[src/rtl/rf_fifo_ctrl.sv]
// rf_fifo_ctrl: FIFO control logic using an external 2R/1W register_file as storage.
// Latency: push is written at the accepting edge; accepted pop gives dout/dout_valid 1 clk later.
// Backpressure: none; a rejected push (full) pulses ovf, a rejected pop (empty) pulses udf.
//
// Optional build macro RF_FIFO_EDGE_DETECT_EN: treat en_in/en_out as level inputs and
// fire one request per rising edge. Undefined: every high cycle is a request.
//
// Ports:
//   clk, rst_n            clock (rising edge), synchronous active-low reset
//   en_in, din            push request and push data
//   en_out                pop request
//   dout, dout_valid      registered pop data and its one-cycle valid pulse
//   count, full, empty    occupancy 0..DEPTH and derived status
//   ovf, udf              one-cycle pulses for rejected push / rejected pop
//   rf_we, rf_wa, rf_wd   register_file write port
//   rf_ra, rf_rd          register_file read port 0 (combinational read)
module rf_fifo_ctrl #(
  parameter int WIDTH  = 32,
  parameter int ADDR_W = 3
) (
  input  logic              clk,
  input  logic              rst_n,
  input  logic              en_in,
  input  logic [WIDTH-1:0]  din,
  input  logic              en_out,
  output logic [WIDTH-1:0]  dout,
  output logic              dout_valid,
  output logic [ADDR_W:0]   count,
  output logic              full,
  output logic              empty,
  output logic              ovf,
  output logic              udf,
  output logic              rf_we,
  output logic [ADDR_W-1:0] rf_wa,
  output logic [WIDTH-1:0]  rf_wd,
  output logic [ADDR_W-1:0] rf_ra,
  input  logic [WIDTH-1:0]  rf_rd
);

  localparam logic [ADDR_W-1:0] PTR_ONE = 1;
  localparam logic [ADDR_W:0]   CNT_ONE = 1;

  logic [ADDR_W-1:0] wr_ptr;
  logic [ADDR_W-1:0] rd_ptr;
  logic              push_req;
  logic              pop_req;
  logic              push_ok;
  logic              pop_ok;

`ifdef RF_FIFO_EDGE_DETECT_EN
  logic en_in_q;
  logic en_out_q;

  // Previous-value registers reset to 0, so an input already high on the
  // first cycle after reset is seen as a rising edge.
  always_ff @(posedge clk) begin
    if (!rst_n) begin
      en_in_q  <= 1'b0;
      en_out_q <= 1'b0;
    end else begin
      en_in_q  <= en_in;
      en_out_q <= en_out;
    end
  end

  assign push_req = en_in && !en_in_q;
  assign pop_req  = en_out && !en_out_q;
`else
  assign push_req = en_in;
  assign pop_req  = en_out;
`endif

  // count never exceeds DEPTH, so its MSB is set only when exactly full.
  assign full  = count[ADDR_W];
  assign empty = (count == '0);

  assign pop_ok  = pop_req && !empty;
  // A push into a full FIFO is fine when a pop frees the slot at the same edge:
  // the pop samples rf_rd before the register file commits the write.
  assign push_ok = push_req && (!full || pop_ok);

  assign rf_we = push_ok && rst_n;
  assign rf_wa = wr_ptr;
  assign rf_wd = din;
  assign rf_ra = rd_ptr;

  always_ff @(posedge clk) begin
    if (!rst_n) begin
      wr_ptr     <= '0;
      rd_ptr     <= '0;
      count      <= '0;
      dout       <= '0;
      dout_valid <= 1'b0;
      ovf        <= 1'b0;
      udf        <= 1'b0;
    end else begin
      if (push_ok) begin
        wr_ptr <= wr_ptr + PTR_ONE;
      end
      if (pop_ok) begin
        rd_ptr <= rd_ptr + PTR_ONE;
        dout   <= rf_rd;
      end
      dout_valid <= pop_ok;

      if (push_ok && !pop_ok) begin
        count <= count + CNT_ONE;
      end else if (pop_ok && !push_ok) begin
        count <= count - CNT_ONE;
      end

      ovf <= push_req && !push_ok;
      udf <= pop_req && empty;
    end
  end

endmodule

[config.mk]
export PLATFORM = sky130hd
export DESIGN_NAME = rf_fifo_ctrl
export DESIGN_NICKNAME = d
export VERILOG_FILES = /design/src/rtl/rf_fifo_ctrl.sv
export SDC_FILE = /design/constraint.sdc
export NUM_CORES = 1
export LEC_CHECK = 0
export CAP_MARGIN = 20
export CELL_PAD_IN_SITES_DETAIL_PLACEMENT = 1
export CELL_PAD_IN_SITES_GLOBAL_PLACEMENT = 2
export CORE_MARGIN = 2
export CORE_UTILIZATION = 20
export CTS_CLUSTER_DIAMETER = 200
export DETAILED_ROUTE_END_ITERATION = 6
export PLACE_DENSITY_LB_ADDON = 0.25
export RECOVER_POWER = 50
export REMOVE_ABC_BUFFERS = 1
export SYNTH_ARGS = -nofsm -noshare
export SYNTH_HDL_FRONTEND = slang
export SYNTH_SLANG_ARGS = --single-unit
export TNS_END_PERCENT = 100
[constraint.sdc]
create_clock -name clk -period 6.96 [get_ports clk]
set_clock_uncertainty 0.1 [all_clocks]
set_input_delay 1.74 -clock clk [delete_from_list [all_inputs] [get_ports clk]]
set_output_delay 1.74 -clock clk [all_outputs]
set_load 0.02 [all_outputs]
==> flow_results.xml <==
<?xml version="1.0" encoding="UTF-8"?>
<metrics>
  <group name="floorplan">
    <metric name="floorplan.io_pins" unit="">148</metric>
    <metric name="row_count" unit="">38</metric>
    <metric name="design.core.area" unit="um^2">10750</metric>
    <metric name="die_h" unit="um">108.5</metric>
    <metric name="starting_density" unit="%">20.33</metric>
    <metric name="dieArea" unit="um^2">11780</metric>
    <metric name="die_w" unit="um">108.5</metric>
  </group>
  <group name="synth">
    <metric name="sequential_area_share_after_synthesis" unit="%">41.24</metric>
    <metric name="syn-cell-area" unit="um^2">2185</metric>
    <metric name="synthTopCellsByArea" unit="">dfxtp_1, a21boi_2, nand2_1</metric>
    <metric name="biggest_area_consumer_among_synthesized_cells" unit="">dfxtp_1</metric>
    <metric name="postSynthCellCount" unit="">237</metric>
    <metric name="yosysWarnings" unit="">0</metric>
    <metric name="synth_area_per_cell" unit="um^2">9.218</metric>
    <metric name="synth.top_cell.area_share" unit="%">41.24</metric>
    <metric name="synth_seq_cells" unit="">45</metric>
    <metric name="post_synth_num_cell_types" unit="">29</metric>
  </group>
  <group name="place">
    <metric name="io_buffer_count" unit="">83</metric>
    <metric name="gp_congestion" unit="">0.6547</metric>
    <metric name="detailed_place_hpwl" unit="um">4772</metric>
    <metric name="placed_area" unit="um^2">2860</metric>
  </group>
  <group name="cells_and_area">
    <metric name="final_layout_size_suffix_gt1_share" unit="%">13.12</metric>
    <metric name="sequential_cell_area" unit="um^2">900.9</metric>
    <metric name="areaGrowthSynthToFinish" unit="%">34.71</metric>
    <metric name="post-route-cell-area" unit="um^2">2943</metric>
    <metric name="layout.nets" unit="">356</metric>
    <metric name="fillers" unit="">1265</metric>
    <metric name="antenna_cells" unit="">0</metric>
    <metric name="multi_input_comb_area" unit="um^2">929.6</metric>
  </group>
  <group name="status">
    <metric name="run_status" unit="">finished, violations left</metric>
    <metric name="violations" unit="">max-capacitance violations, max-slew violations</metric>
  </group>
  <group name="timing">
    <metric name="final_hold_viol_count" unit="">0</metric>
    <metric name="post-route-min-period" unit="ps">5154</metric>
    <metric name="finalCritPeriodShare" unit="%">74.06</metric>
    <metric name="rsz0062_at_grt" unit="">false</metric>
    <metric name="fmaxAchievable" unit="MHz">194.0</metric>
    <metric name="report.final.setup_viol" unit="">0</metric>
    <metric name="worst_pin_slew" unit="ps">1714</metric>
    <metric name="slew_headroom" unit="%">-14.30</metric>
    <metric name="final_max_slew_viol_count" unit="">46</metric>
    <metric name="fin_tns_setup" unit="ps">0</metric>
  </group>
  <group name="route">
    <metric name="drt_first_pass_iters" unit="">4</metric>
    <metric name="drcViolationCount" unit="">0</metric>
    <metric name="wl" unit="um">6640</metric>
    <metric name="route.antenna.remaining_nets" unit="">0</metric>
    <metric name="viasPerCell" unit="">4.012</metric>
    <metric name="first_iter_violations" unit="">30</metric>
    <metric name="post_drt_wl_per_cell" unit="um">15.73</metric>
    <metric name="dr_total_vias" unit="">1693</metric>
  </group>
  <group name="power_and_ir_drop">
    <metric name="power_density" unit="nW/um^2">319.2</metric>
    <metric name="vdd_ir_drop_max" unit="uV">77.06</metric>
    <metric name="cellLeakagePower" unit="uW">0.001172</metric>
    <metric name="post-layout-total-power" unit="uW">939.3</metric>
  </group>
  <group name="cts">
    <metric name="clock-root-buffer" unit="">clkbuf_8</metric>
    <metric name="clk-insertion-delay-late" unit="ps">280</metric>
    <metric name="clock_tree.buffer_depth" unit="">2</metric>
    <metric name="cts-hold-fix-buffers" unit="">0</metric>
    <metric name="h_tree_levels" unit="">2</metric>
    <metric name="tritoncts" unit="">yes</metric>
    <metric name="cts_setup_buffers" unit="">0</metric>
    <metric name="clock_transition_at_the_register_clock_pins_on_the_worst_setup_and_hold_paths_after_cts" unit="ps">80</metric>
    <metric name="cts.repair.resized" unit="">0</metric>
    <metric name="cts_made_buffers" unit="">5</metric>
    <metric name="cts.sink_count" unit="">45</metric>
  </group>
  <group name="global_routing">
    <metric name="overflow" unit="">0</metric>
    <metric name="grt_pass1_vias" unit="">1705</metric>
    <metric name="largest_net_degree_at_the_start_of_global_routing" unit="">46</metric>
    <metric name="gr-usage-all-layers" unit="%">11.27</metric>
    <metric name="grt_pass1_wl" unit="um">9922</metric>
    <metric name="grt_antenna_before_repair" unit="">0</metric>
  </group>
  <group name="min_path">
    <metric name="min_path_type" unit="">flip-flop to flip-flop</metric>
  </group>
  <group name="worst_setup_path">
    <metric name="setup.worst_path.start_class" unit="">input port</metric>
    <metric name="timing.critical_path.slowest_cell_delay" unit="ps">610</metric>
    <metric name="worst-path-max-fanout" unit="">5</metric>
    <metric name="crit_chain" unit="">dlygate4sd3_1 &gt; nand2b_1 &gt; and3_1 &gt; clkdlybuf4s50_1</metric>
    <metric name="crit_path_top_delay_cell" unit="">clkdlybuf4s50_1</metric>
    <metric name="required" unit="ps">5120</metric>
    <metric name="crit_type" unit="">input port to output port</metric>
    <metric name="worst-endpoint-arrival" unit="ps">3310</metric>
    <metric name="crit_path_end_kind" unit="">output port</metric>
  </group>
  <group name="run">
    <metric name="max-cap-violations" unit="">1</metric>
  </group>
</metrics>
==> final timing paths <==
path / depth (start not counted) / slack (ps) / startpoint / to
worst max-delay path: 4 / 1810 / en_out / rf_we
worst min-delay path: 2 / 360 / dout[9]$_SDFFE_PN0P_ / dout[9]$_SDFFE_PN0P_
worst max register to register: 9 / 3670 / count[0]$_SDFFE_PN0P_ / count[3]$_SDFFE_PN0P_
worst min register to register: 2 / 360 / dout[9]$_SDFFE_PN0P_ / dout[9]$_SDFFE_PN0P_
==> cell families (layout without fill, tap and decap cells) <==
group | after synthesis | in the layout | share of synthesized area (%)
simple gates | 90 | 90 | 17.12
buf+inv | 49 | 94 | 16.27
flops | 45 | 45 | 41.24
compound gates | 39 | 39 | 18.27
fa+ha+maj | 6 | 6 | 3.780
xor+xnor | 6 | 6 | 2.405
mux | 2 | 2 | 0.9164
==> metal layers <==
layer	track usage (%)	routed length (um)
met5	2.232	0
met4	2.473	29
met3	8.620	1025
met2	15.04	2711
met1	14.05	2873
==> placed cells by master, fill, tap and decap left out, types with 2 or more instances in the layout <==
cell type,netlist,layout
and2_0,0,4
ha_1,5,5
nand2b_1,2,2
xnor2_1,5,5
clkbuf_8,0,6
and2_1,7,3
dfxtp_1,45,45
dlygate4sd3_1,0,48
clkdlybuf4s50_1,0,35
a21boi_2,29,29
inv_1,2,2
mux2i_1,2,2
clkbuf_1,6,2
a21boi_0,5,5
nand2_1,72,72
nor2_1,2,2
and3_1,2,2
nand3_1,3,3
==> stage by stage <==
stage / cells / util [%] / worst slack (ps) / hold WS [ps]
2_1_floorplan: 191 / - / 2563 / 440.8
3_3_place_gp: 415 / 26.62 / 1912 / 353.2
3_5_place_dp: 415 / 26.62 / 1854 / 362.2
4_1_cts: 422 / 27.42 / 1880 / 374.6
5_1_grt: 422 / 27.39 / 1733 / 378.0
6_report: 422 / 27.39 / 1806 / 363.6
==> worst max-delay path, delay by kind of cell <==
family	cells	cell delay, ps
buffers and inverters	2	1170
AND/OR/NAND/NOR	2	400
==> layout make-up <==
cell class	instances	area share (%)
well taps	140	5.952
flip-flops and latches	45	30.61
multi-input cells	143	31.59
inverters	3	0.5527
clock buffers	7	2.934
repair buffers	84	28.36
==> where the power goes <==
part           switching [uW]  internal [uW]
clock network            86.2           79.0
registers                40.9            317
logic                     236            181
total                     363            577
==> flip-flops by register name, indices dropped and copies added (netlist names) <==
name / cells
dout_valid: 1
dout: 32
ovf: 1
udf: 1
rf_ra: 3
rf_wa: 3
count: 4
==> synthesized netlist by cell type (all sizes together) <==
| cell type | count |
|---|---|
| and3 | 2 |
| o21ai | 1 |
| nand2b | 2 |
| inv | 2 |
| clkinv | 1 |
| nand3 | 3 |
| nor2 | 2 |
| fa | 1 |
| a21boi | 34 |
| dfxtp | 45 |
| clkbuf | 6 |
| nor2b | 1 |
| a21oi | 1 |
| xnor2 | 5 |
| xor2 | 1 |
| nor4 | 1 |
| mux2i | 2 |
| buf | 40 |
| a211oi | 1 |
| nand2 | 72 |
| a31oi | 1 |
| and2 | 7 |
| o41a | 1 |
| ha | 5 |
(Power assumes the default switching activity.)
